<file path="config.mk">
export PLATFORM = sky130hd
export DESIGN_NAME = asym_fifo
export DESIGN_NICKNAME = d
export VERILOG_FILES = /design/src/rtl/asym_fifo_pkg.sv /design/src/rtl/asym_fifo_ram.sv /design/src/rtl/asym_fifo.sv
export SDC_FILE = /design/constraint.sdc
export NUM_CORES = 1
export LEC_CHECK = 0
export ABC_CLOCK_PERIOD_IN_PS = 3200
export BUFFER_PORTS_ARGS = -buffer_cell sky130_fd_sc_hd__clkbuf_2
export CORE_ASPECT_RATIO = 0.9
export CORE_MARGIN = 2
export CORE_UTILIZATION = 43
export DETAILED_ROUTE_END_ITERATION = 10
export PLACE_DENSITY = 0.64
export SYNTH_ARGS = -nofsm -noshare
export SYNTH_HDL_FRONTEND = slang
export SYNTH_SLANG_ARGS = --single-unit
</file>
<file path="constraint.sdc">
create_clock -name clk -period 3.2 [get_ports clk]
set_input_delay 0.48 -clock clk [delete_from_list [all_inputs] [get_ports clk]]
set_output_delay 0.48 -clock clk [all_outputs]
set_load 0.01 [all_outputs]
</file>
<file path="src/rtl/asym_fifo_pkg.sv">
// Shared helpers for the asymmetric-width FIFO: address sizing and port/storage ratios.
package asym_fifo_pkg;

    function automatic int clog2(input int value);
        int res;
        res = 0;
        while ((1 << res) < value) res++;
        return res;
    endfunction

    // Number of storage words that make up one port-wide beat.
    function automatic int ratio(input int port_width, input int mem_width);
        return port_width / mem_width;
    endfunction

endpackage

</file>
<file path="src/rtl/asym_fifo_ram.sv">
// Word-addressed storage: WW-word write port, combinational RW-word read port, both wrapping.
module asym_fifo_ram
    import asym_fifo_pkg::*;
#(
    parameter int MEM_WIDTH = 16,
    parameter int DEPTH     = 16,
    parameter int WW        = 1,
    parameter int RW        = 4,
    parameter int AW        = clog2(DEPTH)
) (
    input  logic                    clk,
    input  logic                    we,
    input  logic [AW-1:0]           waddr,
    input  logic [WW*MEM_WIDTH-1:0] wdata,
    input  logic [AW-1:0]           raddr,
    output logic [RW*MEM_WIDTH-1:0] rdata
);

    logic [MEM_WIDTH-1:0] mem_q [DEPTH];

    // Contents are deliberately never reset; validity is tracked by the pointers.
    always_ff @(posedge clk) begin
        if (we) begin
            for (int i = 0; i < WW; i++) begin
                mem_q[waddr + AW'(i)] <= wdata[i*MEM_WIDTH +: MEM_WIDTH];
            end
        end
    end

    always_comb begin
        rdata = '0;
        for (int i = 0; i < RW; i++) begin
            rdata[i*MEM_WIDTH +: MEM_WIDTH] = mem_q[raddr + AW'(i)];
        end
    end

endmodule

</file>
<file path="src/rtl/asym_fifo.sv">
// Single-clock FIFO with independent write/read widths, first-word-fall-through read,
// word-granular occupancy and sticky overflow/underflow flags.
module asym_fifo
    import asym_fifo_pkg::*;
#(
    parameter int W_DATA_WIDTH = 16,
    parameter int R_DATA_WIDTH = 64,
    parameter int MEM_WIDTH    = 16,
    parameter int FIFO_DEPTH   = 16
) (
    input  logic                        clk,
    input  logic                        reset,
    input  logic                        clear,
    input  logic                        wr_en,
    input  logic [W_DATA_WIDTH-1:0]     wr_data,
    output logic                        wr_ready,
    input  logic                        rd_en,
    output logic [R_DATA_WIDTH-1:0]     rd_data,
    output logic                        rd_valid,
    output logic [clog2(FIFO_DEPTH):0]  count,
    output logic                        ovf_err,
    output logic                        udf_err
);

    localparam int ADDR_WIDTH = clog2(FIFO_DEPTH);
    localparam int WW         = ratio(W_DATA_WIDTH, MEM_WIDTH);
    localparam int RW         = ratio(R_DATA_WIDTH, MEM_WIDTH);

    localparam logic [ADDR_WIDTH:0] DEPTH_C = (ADDR_WIDTH+1)'(FIFO_DEPTH);
    localparam logic [ADDR_WIDTH:0] WW_C    = (ADDR_WIDTH+1)'(WW);
    localparam logic [ADDR_WIDTH:0] RW_C    = (ADDR_WIDTH+1)'(RW);

    logic [ADDR_WIDTH-1:0] wr_ptr_q, wr_ptr_d;
    logic [ADDR_WIDTH-1:0] rd_ptr_q, rd_ptr_d;
    logic [ADDR_WIDTH:0]   count_q, count_d;
    logic                  ovf_q, ovf_d;
    logic                  udf_q, udf_d;
    logic                  push, pop;
    logic [R_DATA_WIDTH-1:0] ram_rdata;

    // Handshakes depend only on registered occupancy, so a pop never frees room for a same-cycle push.
    assign wr_ready = (count_q <= DEPTH_C - WW_C);
    assign rd_valid = (count_q >= RW_C);
    assign push     = wr_en && wr_ready;
    assign pop      = rd_en && rd_valid;

    always_comb begin
        wr_ptr_d = wr_ptr_q;
        rd_ptr_d = rd_ptr_q;
        count_d  = count_q;
        ovf_d    = ovf_q;
        udf_d    = udf_q;
        if (clear) begin
            wr_ptr_d = '0;
            rd_ptr_d = '0;
            count_d  = '0;
            ovf_d    = 1'b0;
            udf_d    = 1'b0;
        end else begin
            if (push) wr_ptr_d = wr_ptr_q + ADDR_WIDTH'(WW);
            if (pop)  rd_ptr_d = rd_ptr_q + ADDR_WIDTH'(RW);
            count_d = count_q + (push ? WW_C : '0) - (pop ? RW_C : '0);
            if (wr_en && !wr_ready) ovf_d = 1'b1;
            if (rd_en && !rd_valid) udf_d = 1'b1;
        end
    end

    always_ff @(posedge clk) begin
        if (reset) begin
            wr_ptr_q <= '0;
            rd_ptr_q <= '0;
            count_q  <= '0;
            ovf_q    <= 1'b0;
            udf_q    <= 1'b0;
        end else begin
            wr_ptr_q <= wr_ptr_d;
            rd_ptr_q <= rd_ptr_d;
            count_q  <= count_d;
            ovf_q    <= ovf_d;
            udf_q    <= udf_d;
        end
    end

    asym_fifo_ram #(
        .MEM_WIDTH (MEM_WIDTH),
        .DEPTH     (FIFO_DEPTH),
        .WW        (WW),
        .RW        (RW),
        .AW        (ADDR_WIDTH)
    ) u_ram (
        .clk   (clk),
        .we    (push && !clear && !reset),
        .waddr (wr_ptr_q),
        .wdata (wr_data),
        .raddr (rd_ptr_q),
        .rdata (ram_rdata)
    );

    assign rd_data = rd_valid ? ram_rdata : '0;
    assign count   = count_q;
    assign ovf_err = ovf_q;
    assign udf_err = udf_q;

endmodule

</file>
==> flow_summary.json <==
{
  "antenna_found_initial": 0,
  "core_um2": 24200,
  "highest-signal-layer": "met4",
  "num_vias": 5085,
  "placement.setup.worst_slack_ps": 846,
  "detailedPlacementHpwl_um": 12700,
  "cp_data_arrival_time_ps": 2370,
  "clock_insertion_delay_at_the_later_pin_of_the_skew_report_ps": 520,
  "placed_cell_count": 909,
  "yosys_warn_count": 0,
  "drt_pre_antenna_iters": 4,
  "synthTopCellsByArea": "sky130_fd_sc_hd__edfxtp_1 (73%), sky130_fd_sc_hd__mux4_2 (12%), sky130_fd_sc_hd__and2_1 (3.9%)",
  "hold_buffers": 0,
  "finClkSkew_ps": 14.4,
  "postRouteWirelength_um": 21200,
  "clock_sinks": 271,
  "nFillCells": 1967,
  "wl_met3_um": 1810,
  "syn-cell-area_um2": 10600,
  "fmax_mhz": 351,
  "floorplan.rows": 54,
  "cts_setup_buffers": 0,
  "tns_ps": 0,
  "worst_hold_class": "in2reg",
  "detail-route-antenna-nets": 0,
  "clkTransAtPathRegs_ps": 60,
  "drt-vias-per-instance": 5.31,
  "worst_slew_margin_rel": 0.489,
  "final_cell_count_no_fill": 957,
  "met2_wirelength_um": 10100,
  "tightestPinTransition_ps": 766,
  "r2r_cells": 7,
  "internal_power_consumption_uw": 6030,
  "wl_per_cell_um": 22.2,
  "synth.yosys.seq_area_share": 0.757,
  "initial_core_util": 0.436,
  "synth_cell_type_count": 30,
  "startpoint_type": "flop",
  "die_x_um": 169,
  "power.total_uw": 7970,
  "clock_tree_from_tritoncts": "built",
  "synth-edff-count": 256,
  "combinational_group_share_of_total_power": 0.149,
  "syn_inst": 509,
  "globalRouteOverflowTotal": 0,
  "cap_violations": 0,
  "synth.top_cell.area_share": 0.728,
  "peakVddDrop_mv": 0.450,
  "fin_crit_ps": 2850,
  "min_period_over_period": 0.891,
  "p_switching_uw": 1940,
  "synthesis.area_per_instance_um2": 20.7,
  "num-nets-final": 663,
  "cts-root-to-sink-buffers": 3,
  "rr_startpoint": "count[4]",
  "post_syn_nets": 543,
  "die_area_um2": 25800,
  "worstHoldEndpoint": "wr_ptr_q[3]",
  "status": "finished, final reports clean",
  "r2r-end": "u_ram.mem_q[8][6]",
  "drt_first_iter_violations": 464,
  "rsz0062_at_grt": "no",
  "gp_congestion": 0.724,
  "leakage_uw": 0.00409,
  "drive_above_1_share": 0.326,
  "p_sw_frac": 0.243,
  "power.share.clock": 0.356,
  "grt_start_max_net_pins": 39,
  "timing.critical_path.to_type": "output port",
  "ys.flop_type": "sky130_fd_sc_hd__edfxtp_1",
  "slew_viol_final": 0,
  "power_per_cell_area_nw_per_um2": 651,
  "critical_path_required_ps": 2720,
  "worst_setup_slack_for_register_to_register_paths_ps": 850,
  "num_io_pins": 94,
  "hold_startpoint": "clear",
  "drc": 0,
  "worst-path-max-fanout": 24,
  "hold-path-cell-count": 3,
  "setup_crit_path_kind": "reg2out",
  "met1_length_um": 8890,
  "cts.repair.resized": 0,
  "clock-root-buffer": "sky130_fd_sc_hd__clkbuf_16",
  "worst_slack_ps": 350,
  "port-buffer-count": 93,
  "grt_first_pass_wirelength_um": 32100,
  "synth_top_area_cell": "sky130_fd_sc_hd__edfxtp_1",
  "number_of_hold_slack_violations_in_the_final_timing_report": 0,
  "final-setup-viol-count": 0,
  "ys_ff_latch": 271,
  "htreeDepth": 1,
  "cts_made_buffers": 26,
  "synthToLayoutAreaGrowth_pct": 15.9,
  "synth_async_sr_flop_share": 0,
  "sequentialPowerShare": 0.496,
  "global_route.usage.total": 0.165,
  "floorplan.die.height_um": 153,
  "first_global_vias": 5341
}
[cell families after synthesis]
| group | after synthesis | share of synthesized area |
|---|---|---|
| AO/OA/AOI/OAI | 8 | 0.00533 |
| XOR/XNOR | 7 | 0.00581 |
| adder cells (fa/ha/maj) | 13 | 0.0154 |
| buffers and inverters | 31 | 0.0175 |
| flip-flops | 271 | 0.757 |
| multiplexers | 66 | 0.141 |
| AND/OR/NAND/NOR | 113 | 0.0588 |
[power by group through the flow]
stage | sequential [µW] | combinational (µW) | clock [µW]
6_report | 3950 | 1180 | 2830
5_1_grt | 3960 | 1300 | 3040
4_1_cts | 3950 | 1220 | 2910
3_5_place_dp | 4030 | 1210 | 0
3_3_place_gp | 4030 | 1180 | 0
2_1_floorplan | 4010 | 715 | 0
[flip-flops by register name, summed over array words and instances (netlist names), named ones only]
name	cells
udf_err	1
rd_ptr_q	2
ovf_err	1
u_ram.mem_q	256
wr_ptr_q	4
count	5
[layout by cell type, fill, tap and decap left out, types with 3 or more instances in the layout]
| cell type | Yosys | routed |
|---|---|---|
| sky130_fd_sc_hd__ha_1 | 13 | 13 |
| sky130_fd_sc_hd__inv_1 | 8 | 8 |
| sky130_fd_sc_hd__clkinv_1 | 0 | 6 |
| sky130_fd_sc_hd__nand2_1 | 8 | 8 |
| sky130_fd_sc_hd__and2_1 | 65 | 65 |
| sky130_fd_sc_hd__mux4_1 | 6 | 6 |
| sky130_fd_sc_hd__buf_4 | 1 | 20 |
| sky130_fd_sc_hd__clkinv_2 | 0 | 3 |
| sky130_fd_sc_hd__clkbuf_2 | 0 | 93 |
| sky130_fd_sc_hd__xnor2_1 | 4 | 4 |
| sky130_fd_sc_hd__nor2_1 | 29 | 29 |
| sky130_fd_sc_hd__clkbuf_1 | 8 | 9 |
| sky130_fd_sc_hd__dfxtp_1 | 15 | 13 |
| sky130_fd_sc_hd__clkbuf_16 | 0 | 27 |
| sky130_fd_sc_hd__xor2_1 | 3 | 3 |
| sky130_fd_sc_hd__edfxtp_1 | 256 | 256 |
| sky130_fd_sc_hd__mux4_2 | 58 | 58 |
[stage by stage]
step / hold slack (ps) / cell area (µm²) / util
after floorplan: 480 / 10600 / -
after global placement: 441 / 11500 / 0.473
after detailed placement: 460 / 11500 / 0.473
after CTS: 250 / 12200 / 0.506
after global routing: 273 / 12200 / 0.506
final: 270 / 12200 / 0.506
[synthesized netlist by cell type, drive strengths merged, types with 2 or more instances]
library cell and number:
buf 15, xnor2 4, mux2i 2, inv 8
dfxtp 15, and2 65, nand4 2, mux4 64
ha 13, edfxtp 256, nor2 29, xor2 3
a21oi 3, nand4b 2, clkbuf 8, nand2b 2
a211oi 2, nand3 2, nand2 8
[critical path: stages (launching register included)]
cell                       delay (ps)
sky130_fd_sc_hd__dfxtp_4          670
sky130_fd_sc_hd__buf_4            310
sky130_fd_sc_hd__mux4_2           540
sky130_fd_sc_hd__and2_1           170
sky130_fd_sc_hd__clkbuf_2         120
[per-layer routing]
| layer | GRT usage | up-vias |
|---|---|---|
| met5 | 0 | - |
| met4 | 0.0374 | 0 |
| met3 | 0.0340 | 35 |
| met2 | 0.266 | 173 |
| met1 | 0.235 | 2624 |
| li1 | - | 2253 |
[layout make-up]
class / instances / area, µm² / share of cell area
clock inverters: 11 / 75.1 / 0.00613
repair buffers: 115 / 656 / 0.0536
clock buffers: 36 / 709 / 0.0580
multi-input cells: 207 / 2390 / 0.195
flip-flops and latches: 271 / 7990 / 0.653
inverters: 8 / 30.0 / 0.00245
well taps: 308 / 385 / 0.0315
diodes: 1 / 2.50 / 0.000204
[how the worst max path moves through the flow]
stage | end | cells past startpoint | startpoint
floorplan | u_ram.mem_q[7][0] | 6 | count[4]
global placement | rd_data[44] | 4 | rd_ptr_q[2]
detailed placement | rd_data[29] | 4 | rd_ptr_q[2]
CTS | rd_data[44] | 4 | rd_ptr_q[2]
global route | rd_data[29] | 4 | rd_ptr_q[2]
finish | rd_data[29] | 4 | rd_ptr_q[2]
No activity file was read; power rests on OpenSTA's default activity.
